$ cat config.mk
export PLATFORM = sky130hd
export DESIGN_NAME = seg7_scan_ctrl
export DESIGN_NICKNAME = d
export VERILOG_FILES = /design/src/rtl/seg7_scan_ctrl_pkg.sv /design/src/rtl/seg7dec.sv /design/src/rtl/seg7_scan_ctrl.sv
export SDC_FILE = /design/constraint.sdc
export NUM_CORES = 1
export LEC_CHECK = 0
export ABC_AREA = 1
export CORE_MARGIN = 3
export CORE_UTILIZATION = 53
export DETAILED_ROUTE_END_ITERATION = 8
export GPL_TIMING_DRIVEN = 1
export HOLD_SLACK_MARGIN = 0.08
export PLACE_DENSITY = 0.87
export SYNTH_ARGS = -nofsm -noshare
export SYNTH_HDL_FRONTEND = slang
export SYNTH_SLANG_ARGS = --single-unit
$ cat constraint.sdc
create_clock -name clk -period 2.5 [get_ports clk]
set_input_delay 0.75 -clock clk [delete_from_list [all_inputs] [get_ports clk]]
set_output_delay 0.75 -clock clk [all_outputs]
set_load 0.1 [all_outputs]
$ cat src/rtl/seg7_scan_ctrl_pkg.sv
// rtl/seg7_scan_ctrl_pkg.sv - shared state codes and constants for the 7-segment scanner
package seg7_scan_ctrl_pkg;

  typedef logic [1:0] state_t;

  localparam state_t ST_IDLE  = 2'd0;
  localparam state_t ST_SHOW  = 2'd1;
  localparam state_t ST_BLANK = 2'd2;

  // All segments off (active-low)
  localparam logic [6:0] SEG_BLANK = 7'h7F;

  function automatic int max_int(input int a, input int b);
    return (a > b) ? a : b;
  endfunction

endpackage

$ cat src/rtl/seg7dec.sv
// rtl/seg7dec.sv - hex nibble to active-low gfedcba segment decoder
module seg7dec (
  input  logic [3:0] hex_i,
  output logic [6:0] seg_o
);

  always_comb begin
    seg_o = 7'h7F;
    case (hex_i)
      4'h0: seg_o = 7'h40;
      4'h1: seg_o = 7'h79;
      4'h2: seg_o = 7'h24;
      4'h3: seg_o = 7'h30;
      4'h4: seg_o = 7'h19;
      4'h5: seg_o = 7'h12;
      4'h6: seg_o = 7'h02;
      4'h7: seg_o = 7'h78;
      4'h8: seg_o = 7'h00;
      4'h9: seg_o = 7'h10;
      4'hA: seg_o = 7'h08;
      4'hB: seg_o = 7'h03;
      4'hC: seg_o = 7'h46;
      4'hD: seg_o = 7'h21;
      4'hE: seg_o = 7'h06;
      4'hF: seg_o = 7'h0E;
      default: seg_o = 7'h7F;
    endcase
  end

endmodule

$ cat src/rtl/seg7_scan_ctrl.sv
// rtl/seg7_scan_ctrl.sv - multiplexed 7-segment scan controller with frame-aligned value commit
module seg7_scan_ctrl
  import seg7_scan_ctrl_pkg::*;
#(
  parameter int N_DIGITS  = 8,
  parameter int SCAN_DIV  = 50000,
  parameter int BLANK_CYC = 16
) (
  input  logic                    clk,
  input  logic                    rst,
  input  logic                    en,
  input  logic                    wr_en,
  input  logic [4*N_DIGITS-1:0]   wr_data,
  input  logic                    blank_lz,
  output logic [6:0]              nhex,
  output logic [N_DIGITS-1:0]     an_n,
  output logic                    pending,
  output logic                    frame_done
);

  localparam int CNT_W = $clog2(max_int(SCAN_DIV, BLANK_CYC)) + 1;
  localparam int IDX_W = (N_DIGITS > 1) ? $clog2(N_DIGITS) : 1;
  localparam int DW    = 4 * N_DIGITS;

  localparam logic [CNT_W-1:0] SHOW_LAST  = CNT_W'(SCAN_DIV - 1);
  localparam logic [CNT_W-1:0] BLANK_LAST = CNT_W'(BLANK_CYC - 1);
  localparam logic [IDX_W-1:0] IDX_LAST   = IDX_W'(N_DIGITS - 1);

  state_t              state_q, state_d;
  logic [IDX_W-1:0]    idx_q, idx_d;
  logic [CNT_W-1:0]    cnt_q, cnt_d;
  logic [DW-1:0]       disp_q, disp_d;
  logic [DW-1:0]       pend_q, pend_d;
  logic                pending_q, pending_d;
  logic                fd_q, fd_d;
  logic [N_DIGITS-1:0] an_n_q, an_n_d;
  logic [6:0]          nhex_q, nhex_d;
  logic                wrap;
  logic                lz_blank;
  logic [3:0]          nibble;
  logic [6:0]          seg;

  always_comb begin
    state_d = state_q;
    idx_d   = idx_q;
    cnt_d   = cnt_q;
    wrap    = 1'b0;
    if (!en) begin
      state_d = ST_IDLE;
      idx_d   = '0;
      cnt_d   = '0;
    end else begin
      case (state_q)
        ST_IDLE: begin
          state_d = ST_SHOW;
          idx_d   = '0;
          cnt_d   = '0;
        end
        ST_SHOW: begin
          if (cnt_q == SHOW_LAST) begin
            state_d = ST_BLANK;
            cnt_d   = '0;
          end else begin
            cnt_d = cnt_q + 1'b1;
          end
        end
        ST_BLANK: begin
          if (cnt_q == BLANK_LAST) begin
            state_d = ST_SHOW;
            cnt_d   = '0;
            if (idx_q == IDX_LAST) begin
              idx_d = '0;
              wrap  = 1'b1;
            end else begin
              idx_d = idx_q + 1'b1;
            end
          end else begin
            cnt_d = cnt_q + 1'b1;
          end
        end
        default: begin
          state_d = ST_IDLE;
          idx_d   = '0;
          cnt_d   = '0;
        end
      endcase
    end
    fd_d = wrap;
  end

  // Writes while scanning are staged so a frame never shows a mix of old and new digits
  always_comb begin
    disp_d    = disp_q;
    pend_d    = pend_q;
    pending_d = pending_q;
    if (state_q == ST_IDLE) begin
      if (wr_en) begin
        disp_d    = wr_data;
        pending_d = 1'b0;
      end
    end else if (wrap) begin
      if (wr_en) begin
        disp_d    = wr_data;
        pending_d = 1'b0;
      end else if (pending_q) begin
        disp_d    = pend_q;
        pending_d = 1'b0;
      end
    end else if (wr_en) begin
      pend_d    = wr_data;
      pending_d = 1'b1;
    end
  end

  assign nibble = disp_d[{idx_d, 2'b00} +: 4];

  seg7dec u_dec (
    .hex_i (nibble),
    .seg_o (seg)
  );

  // Outputs are computed from next state so they line up with the registered state
  always_comb begin
    lz_blank = blank_lz && (idx_d != '0);
    for (int i = 0; i < N_DIGITS; i++) begin
      if (i >= int'(idx_d) && disp_d[4*i +: 4] != 4'h0) begin
        lz_blank = 1'b0;
      end
    end
    an_n_d = '1;
    nhex_d = SEG_BLANK;
    if (state_d == ST_SHOW) begin
      an_n_d[idx_d] = 1'b0;
      if (!lz_blank) begin
        nhex_d = seg;
      end
    end
  end

  always_ff @(posedge clk) begin
    if (rst) begin
      state_q   <= ST_IDLE;
      idx_q     <= '0;
      cnt_q     <= '0;
      disp_q    <= '0;
      pend_q    <= '0;
      pending_q <= 1'b0;
      fd_q      <= 1'b0;
      an_n_q    <= '1;
      nhex_q    <= SEG_BLANK;
    end else begin
      state_q   <= state_d;
      idx_q     <= idx_d;
      cnt_q     <= cnt_d;
      disp_q    <= disp_d;
      pend_q    <= pend_d;
      pending_q <= pending_d;
      fd_q      <= fd_d;
      an_n_q    <= an_n_d;
      nhex_q    <= nhex_d;
    end
  end

  assign nhex       = nhex_q;
  assign an_n       = an_n_q;
  assign pending    = pending_q;
  assign frame_done = fd_q;

endmodule

## Word level (Yosys, flattened, before mapping)

Memory sizes are Yosys's and may differ from the RTL's. A register that Yosys moved wholly into a read port is not among the register bits.
Cells that the tools add are included.

- Word-level logic and storage cells: 92
- Memory bits (read-only): 112
- Bits in registers: 96
- Memories kept: 1

- Add/subtract/negate cells: 2
- Muxes and demuxes: 34
- Bitwise logic cells: 5
- Reduce and logical (&&, ||, !) cells: 25
- Shifts and indexed selects: 1
- $lt $le $gt $ge: 9
- Equality and inequality tests: 7

Memory list:

| name | depth | width | read ports | clocked after memory_dff | write ports | RTL line | RTL |
|---|---|---|---|---|---|---|---|
| (name not given) | 16 | 7 | 1 | 1 | 0 | seg7dec.sv:9 | `case (hex_i)` |

Operator list:

| operator | number |
|---|---|
| 32-bit two-way mux | 5 |
| 17-bit two-way mux | 2 |
| 17-bit one-hot mux with 2 select lines | 1 |
| 4-bit nonzero test | 8 |
| 32-bit by 6-bit indexed part select with 4-bit output | 1 |
| 17-bit by 1-bit adder with 17-bit output (second input constant) | 1 |
| 17-bit by 16-bit equality test with 1-bit output (second input constant) | 1 |
| 17-bit by 4-bit equality test with 1-bit output (second input constant) | 1 |
| 1-bit two-way mux | 17 |
| 3-bit greater-or-equal comparator (first input constant) | 3 |
| 1-bit logical AND | 9 |
| 3-bit two-way mux | 3 |
| 8-bit NOT | 1 |
| 1-bit by 3-bit greater-or-equal comparator with 1-bit output (first input constant) | 2 |
| 2-bit by 3-bit greater-or-equal comparator with 1-bit output (first input constant) | 2 |
| 2-bit two-way mux | 3 |
| 2-bit one-hot mux with 3 select lines | 1 |
| 3-bit one-hot mux with 2 select lines | 1 |
| 2-bit by 1-bit equality test with 1-bit output (second input constant) | 2 |
| 3-bit by 4-bit < comparator with 1-bit output (second input constant) | 1 |
| 1-bit NOT | 4 |
| 2-bit OR reduction | 2 |
| 3-bit by 1-bit adder with 3-bit output (second input constant) | 1 |
| 1-bit demux with 3-bit select | 1 |
| 10 further kinds | 10 |

## Depth between registers and ports, before layout

Gate-level depths: netlist (run 1).

- Depth after elaboration: 18
- Depth in mapped cells: 20
- Mapped depth without buffers: 20

## By module

From an unflattened synthesis (run 1), not the netlist that was laid out.

- Cells, all modules: 951
- Area total of the unflattened synthesis: 6105.9 um2

Modules (own cells, without submodules):

| module | cells each | area each (um2) | instances |
|---|---|---|---|
| seg7_scan_ctrl | 902 | 5831.8 | 1 |
| seg7dec | 49 | 274.0 | 1 |

## Least setup slack after synthesis (run 1)

No wires, ideal clock.

- Path type: register to register
- From: register pending_q, in the netlist pending
- To: register nhex_q[0], in the netlist nhex[0]
- Stages on the path, launching flop included: 19
- Library setup time: 0.124 ns
- Path buffers: 2
- Arrival time: 2.782 ns
- Path slack: -0.406 ns
- Clock period less this slack: 2.906 ns
- Cells stage by stage: dfxtp_1 buf_2 inv_1 buf_2 a21oi_1 a21oi_1 nand4_1 nand3_1 nand2_1 nand2_1 nand2_1 nand2_1 nor2_2 inv_1 ha_1 inv_1 nand2_1 nand3_1 nand3_1

- Longest elaborated chain between the ends: 15

Ends and longest elaborated chain:

| item | RTL line | RTL |
|---|---|---|
| from (decl) | seg7_scan_ctrl.sv:34 | `logic pending_q, pending_d;` |
| from (signal assigned) | seg7_scan_ctrl.sv:157 | `pending_q <= pending_d;` |
| 32-bit two-way mux (*) | seg7_scan_ctrl.sv:105 | `end else if (pending_q) begin` |
| 32-bit two-way mux (*) | seg7_scan_ctrl.sv:102 | `if (wr_en) begin` |
| 32-bit two-way mux (*) | seg7_scan_ctrl.sv:101 | `end else if (wrap) begin` |
| 32-bit two-way mux (*) | seg7_scan_ctrl.sv:96 | `if (state_q == ST_IDLE) begin` |
| 4-bit nonzero test | seg7_scan_ctrl.sv:126 | `if (i >= int'(idx_d) && disp_d[4*i +: 4] != 4'h0) begin` |
| 1-bit logical AND | seg7_scan_ctrl.sv:126 |  |
| 1-bit two-way mux (8 in series) | seg7_scan_ctrl.sv:126 |  |
| 3-bit OR reduction (no source line) | n/a |  |
| to (decl) | seg7_scan_ctrl.sv:37 | `logic [6:0] nhex_q, nhex_d;` |

Mark *: on every way between the ends. The rest lies on a longest branch, timed or not.
A chain may end at the register's enable or synchronous reset.

## Worst setup path in the final report (run 1)

- From: register cnt_q[1]
- To: register nhex_q[1], in the netlist nhex[1]

- Longest elaborated chain between the ends: 17

Ends and longest elaborated chain:

| item | RTL line | RTL |
|---|---|---|
| from (decl) | seg7_scan_ctrl.sv:31 | `logic [CNT_W-1:0] cnt_q, cnt_d;` |
| from (signal assigned) | seg7_scan_ctrl.sv:154 | `cnt_q <= cnt_d;` |
| parallel branches: the longest is 17 deep, another holds 1-bit by 3-bit greater-or-equal comparator with 1-bit output | n/a |  |

Several ways; the timed one is not identified.

==> key figures, run 1 <==
Run status
  • Status: finished, violations left
  • Failing checks: DRC, setup timing

Synth
  • Fraction of registers with async set/reset: 0%
  • Synthesized instance count: 1036
  • Number of synthesized register bits: 103
  • Top_reg_cell synth: dfxtp_1
  • Netlist cell types: 41
  • Avg Inst Size Synth: 6.221 µm²
  • Mapped Area: 6445 µm²
  • Post-synth EDFFs: 0
  • Synth Warn #: 0
  • Sequential share of the synthesized area: 31.99%
  • Mapped Nets: 1085

Clock network
  • CTS tree: done
  • CTS Buf Count: 9
  • Root buffer cell: clkbuf_16
  • Max clock buf depth: 2
  • Clk_lat worst skew: 0.37 ns
  • Hold buffer count at CTS: 0
  • Worst-path clk slew: 0.07 ns
  • Clock sinks: 103
  • CTS H-tree depth: 3

Placement
  • Final HPWL DP: 13.89 mm
  • Port Buf Inserts: 53
  • Placed insts: 1290
  • Final RePlAce weighted congestion: 0.9395

Worst setup path
  • Most frequent CP cell: nand3_1
  • Critical path class: reg2reg
  • Crit path launch type: flop
  • CP max stage cell: dfxtp_2
  • Worst path max stage delay: 0.36 ns
  • Critical Path RT: 2.73 ns
  • Worst path cell trace: ha_4 -> nand3_4 -> nor2_4 -> nand4_4 -> buf_12 -> buf_16 -> buf_4 -> nand3_1 -> nand2_2 -> nor2_2 -> nand2_1 -> nand3_2 -> nand2_4 -> nor2_4 -> nand2_2 -> nand3_1 -> nand3_1
  • Critical Path AT: 2.99 ns
  • Worst setup EP type: flop
  • Crit-path max FO: 12

Global routing
  • Overflow after GRT: 0
  • Initial antenna violation count: 0
  • Vias in the first global route: 7505
  • First-pass GRT wire length: 35.18 mm
  • Largest net degree at the start of global routing: 40
  • Gr usage total: 32.72%

Power and ir drop
  • Max VDD drop: 0.5133 mV
  • Sw frac: 31.89%
  • Leak pwr: 0.004196 µW
  • Clock network power share: 34.4%
  • Flop pwr share: 41.8%
  • Comb pwr share: 23.9%
  • Pwr/cell area: 475.3 nW/µm²
  • Cell Int Power: 2855 µW
  • Switch Pwr: 1337 µW

Layout
  • Final non-filler cell total: 1332
  • Share of cells above drive strength 1: 25.90%
  • Synth-to-Final Area Change: 36.85%
  • Post-layout util: 75.62%
  • Fillers: 763
  • Nets: 1234
  • Ant. Diodes: 0

Route
  • DRC: 6
  • Final ANT Viol Nets: 0
  • Final wirelength: 24.81 mm
  • Via density: 6.188
  • First DRT Iteration DRCs: 1328
  • Detailed-route via count: 8242
  • DR pass1 iterations: 9
  • Drt wl/cell: 18.63 µm

Timing
  • Clk_skew: 0.01192 ns
  • Slew Viols, Final: 0
  • Final WS setup: -0.2550 ns
  • Final Cycle Share: 110.2%
  • Final hold violation count: 0
  • Setup violators final: 7
  • Headroom to the max-slew limit: 55.51%
  • Slew @ Worst Pin: 0.6666 ns
  • Tmin final: 2.755 ns
  • Fmax: 363.0 MHz
  • RSZ-0062 raised after global routing: true
  • Hold WS: 0.4664 ns

Floorplan
  • Core area: 11660 µm²
  • Initial Util: 55.26%
  • I/O pin cnt: 54
  • Die Width: 116.3 µm
  • Site Rows: 39
  • Die area: 13520 µm²
  • Die Ht: 116.3 µm

Flow run
  • Max-cap violation count: 0

Hold path
  • Hold Path Class: reg2reg
placed cells by master (no fill, tap or decap), drive strengths merged:
master / n
a31oi: 1
nand2: 291
dfxtp: 103
inv: 125
and3: 1
clkinvlp: 2
ha: 12
o211ai: 5
clkdlybuf4s15: 1
a22oi: 1
o21ai: 38
nand3b: 5
xor2: 5
or2: 5
nor2: 153
nand2b: 1
o21bai: 1
and2: 1
nor3: 11
bufinv: 1
nor3b: 2
xnor2: 1
clkdlybuf4s50: 34
a21oi: 65
nand4: 21
clkbuf: 10
a21boi: 3
nand3: 136
clkinv: 1
buf: 151
o22ai: 2
sequential cells by signal, indices dropped and copies added (netlist names):
signal	cells
an_n	8
nhex	7
cnt_q	17
state_q	2
disp_q	32
pend_q	32
pending	1
idx_q	3
frame_done	1
synthesized netlist by cell type, types with 2 or more instances:
master	instances	area share, %
nand2_1	278	16
nor2_1	138	8.0
nand3_1	125	9.7
inv_1	112	6.5
dfxtp_1	103	32
a21oi_1	61	4.7
o21ai_0	38	3.0
clkbuf_1	22	1.3
nand4_1	20	1.9
buf_2	13	1.0
ha_1	12	2.3
inv_2	12	0.70
nor3_1	11	0.85
nand3_2	10	1.6
nor2_4	9	1.6
buf_1	8	0.47
nand2_2	7	0.68
nand2_4	5	0.87
nand3b_1	5	0.58
nor2_2	5	0.49
o211ai_1	5	0.58
xor2_1	5	0.68
buf_4	4	0.47
a21boi_0	3	0.35
a21oi_2	3	0.41
buf_6	3	0.52
or2_2	3	0.29
nor3b_1	2	0.23
o22ai_1	2	0.19
metrics by stage:
stage	setup TNS [ns]	setup slack (ns)	area, µm²	power [µW]
finish	-1.585	-0.2550	8820	4192
global placement	-16.31	-0.6707	7820	2587
global route	-2.896	-0.4668	8820	4306
floorplan	0	0.0004967	6457	2283
detailed placement	-18.00	-0.7373	7820	2603
CTS	0	0.001438	8481	4042
routing by layer:
layer | vias up | GRT usage [%] | part of all wire (%) | wire length, µm
met5 | - | 0 | 0 | 0
met2 | 701 | 53.74 | 44 | 11000
met4 | 0 | 19.26 | 7.7 | 1919
li1 | 3594 | - | - | -
met3 | 244 | 8.497 | 12 | 3016
met1 | 3703 | 38.43 | 36 | 8876
critical path, delay by kind of cell (launching register included):
| family | cells | cell delay (ns) |
|---|---|---|
| buffers and inverters | 3 | 0.48 |
| flip-flops | 1 | 0.36 |
| AND/OR/NAND/NOR | 13 | 1.62 |
| adder cells (fa/ha/maj) | 1 | 0.16 |
cells by family after synthesis:
logic type	count (synthesis)	synth area share, %
simple gates	625	44.09
buf+inv	174	10.97
compound gates	116	9.804
flops	103	31.99
fa+ha+maj	12	2.330
xor+xnor	6	0.8154
area by class of cell:
class / instances / area, µm² / area share, %
flip-flops and latches: 103 / 2068 / 23.45
clock inverters: 5 / 58.81 / 0.6668
clock buffers: 10 / 229.0 / 2.596
well taps: 143 / 178.9 / 2.029
inverters: 124 / 467.9 / 5.306
multi-input cells: 761 / 4114 / 46.64
repair buffers: 186 / 1703 / 19.31
final timing paths:
kind                      to  slack, ns  cells after the start  startpoint
setup / recovery     nhex[1]      -0.25                     17    cnt_q[1]
hold reg to reg   pend_q[22]       0.47                      2  pend_q[22]
hold / removal    pend_q[22]       0.47                      2  pend_q[22]
setup reg to reg     nhex[1]      -0.25                     17    cnt_q[1]
repair_timing:
| item | 4_1_cts | 5_1_grt |
|---|---|---|
| pin swaps | 21 | 43 |
| gates cloned | 3 | 1 |
| setup endpoints to repair | 31 | 39 |
| gates resized for setup | 62 | 66 |
| setup buffers | 12 | 11 |
power by group through the flow:
stage	sequential, µW	combinational, µW	clock [µW]
after global placement	1780	806	0
after detailed placement	1780	822	0
after global routing	1750	1060	1490
after CTS	1740	870	1430
after floorplan	1850	437	0
final	1750	1000	1440
(Power assumes the default switching activity.)
==> inputs of run 2 (changes only) <==
Settings changed: CORE_ASPECT_RATIO set to 1.25.
==> run 2 against run 1 <==
The run ends with setup timing left. Flip-flop and latch count unchanged. Design area down 1.9%. Sequential share of layout area increased by 0.46 points. Hold slack worse by 0.0035 ns.
==> key figures, run 2 (same netlist as run 1, synthesis figures left out) <==
Floorplan
  • Die area: 13530 µm²
  • Die Width: 104.6 µm
  • Site Rows: 44
  • Core area: 11730 µm²
  • I/O pin cnt: 54
  • Initial Util: 54.96%
  • Die Ht: 129.3 µm

Hold path
  • Hold Path Class: reg2reg

Timing
  • RSZ-0062 raised after global routing: true
  • Slew Viols, Final: 0
  • Fmax: 361.0 MHz
  • Tmin final: 2.770 ns
  • Final WS setup: -0.2704 ns
  • Slew @ Worst Pin: 0.4807 ns
  • Setup violators final: 7
  • Headroom to the max-slew limit: 67.95%
  • Clk_skew: 0.01003 ns
  • Final hold violation count: 0
  • Final setup TNS: -1.713 ns
  • Final Cycle Share: 110.8%

Route
  • DR pass1 iterations: 7
  • First DRT Iteration DRCs: 898
  • DRC: 0
  • Drt wl/cell: 15.97 µm
  • Final ANT Viol Nets: 0
  • Detailed-route via count: 7759
  • Final wirelength: 21.39 mm
  • Via density: 5.795

Power and ir drop
  • Max VDD drop: 0.4204 mV
  • Clock network power share: 33.0%
  • Cell Int Power: 2755 µW
  • Flop pwr share: 43.9%
  • Switch Pwr: 1223 µW
  • Leak pwr: 0.004139 µW
  • Total power: 3978 µW
  • Comb pwr share: 23.1%
  • Pwr/cell area: 459.8 nW/µm²
  • Sw frac: 30.74%

Global routing
  • Overflow after GRT: 0
  • Initial antenna violation count: 0
  • First-pass GRT wire length: 34.48 mm
  • Gr usage total: 31.08%
  • Largest net degree at the start of global routing: 40
  • Vias in the first global route: 7571

Layout
  • Ant. Diodes: 0
  • Nets: 1223
  • Post-route cell area: 8651 µm²
  • Most common cell after layout, fill and taps aside: nand2_1
  • Final non-filler cell total: 1339
  • Share of cells above drive strength 1: 23.17%
  • Regs by FF count: disp_q: 32 flops, pend_q: 32 flops, cnt_q: 17 flops
  • Highest-count cells in the layout ignoring fill and taps: nand2_1, nor2_1, buf_4
  • Synth-to-Final Area Change: 34.23%

Run status
  • Failing checks: setup timing
  • Status: finished, violations left

Placement
  • Port Buf Inserts: 53
  • Final HPWL DP: 13.76 mm
  • Final RePlAce weighted congestion: 0.9841
  • Post-Place Setup Slack: -0.7110 ns
  • Placed insts: 1312
  • Post-DP Area: 7873 µm²

Clock network
  • Hold buffer count at CTS: 0
  • Root buffer cell: clkbuf_16
  • CTS Buf Count: 9
  • Clock sinks: 103
  • Clk_lat worst skew: 0.36 ns
  • CTS H-tree depth: 3
  • Worst-path clk slew: 0.07 ns
  • Max clock buf depth: 2
  • CTS tree: done

Worst setup path
  • Critical path class: reg2reg
  • Crit path launch type: flop
  • Crit-path max FO: 7
  • Worst setup EP type: flop
  • Critical Path RT: 2.74 ns
  • Critical Path AT: 3.01 ns

Flow run
  • Max-cap violation count: 0
## run 2: changes by cell type in the layout (fill, tap and decap cells not counted), sizes merged
cell / change
clkbuf: +4
nand2: -1
buf: -9
bufinv: -1
clkinvlp: -2
inv: -1
dlygate4sd2: +1
nor2: -1
clkdlybuf4s15: -1
## run 2: path summary, 6_finish.rpt
| kind | startpoint | end | slack (ns) | cells after the start |
|---|---|---|---|---|
| setup reg to reg | idx_q[0] | nhex[6] | -0.27 | 21 |
| hold / removal | pend_q[4] | pend_q[4] | 0.46 | 2 |
| setup / recovery | idx_q[0] | nhex[6] | -0.27 | 21 |
| hold reg to reg | pend_q[4] | pend_q[4] | 0.46 | 2 |
## run 2: through the flow
step                      hold slack, ns  util [%]
final                             0.4629     73.77
after floorplan                   0.4175         -
after global placement            0.4480     67.14
after global routing              0.4783     73.77
after detailed placement          0.4547     67.14
after CTS                         0.4642     71.93
## run 2: worst max-delay path, cell delays in order, from the launching register on
cell and delay (ns):
dfxtp_2 0.36, ha_4 0.16, ha_4 0.13, buf_6 0.08, and3_4 0.18, nand4_4 0.12, buf_12 0.17, buf_12 0.12
buf_8 0.14, nand3_2 0.07, nand3_2 0.09, nand2_2 0.08, nand2_2 0.07, nand2_2 0.07, nand2_2 0.06, nor2_4 0.24
inv_4 0.09, ha_4 0.18, nand2_4 0.08, nand2_2 0.05, nand2_1 0.06, nand3_1 0.06
## run 2: power groups by stage
stage / registers (µW) / clock network (µW) / logic, µW
floorplan: 1850 / 0 / 437
global placement: 1780 / 0 / 799
detailed placement: 1780 / 0 / 811
CTS: 1740 / 1320 / 832
global route: 1750 / 1380 / 999
finish: 1750 / 1310 / 917
## run 2: repair_timing
item                       CTS  global route
setup endpoints to repair   40            41
setup buffers                9             2
pin swaps                    8            27
cloned                       2             0
hold endpoints to repair     0             0
gates resized for setup     37            55
## run 2: area by class of cell
class,instances,area (µm²)
multi-input cells,759,3991
fillers,834,3075
flip-flops and latches,103,2068
repair buffers,177,1663
inverters,124,467.9
clock buffers,14,254.0
well taps,161,201.4
clock inverters,1,5.005
## run 2: per-layer routing
layer	track usage (%)	wire (µm)	vias up
met5	0	0	-
met4	19.77	1551	0
met3	7.424	2027	177
met2	55.32	10370	502
met1	33.27	7437	3516
li1	-	-	3564
==> inputs of run 3 (changes only) <==
Settings changed: GPL_TIMING_DRIVEN 1 to unset.
==> results of run 3 <==
The final DEF is identical to that of run 2; final timing and power are the same.
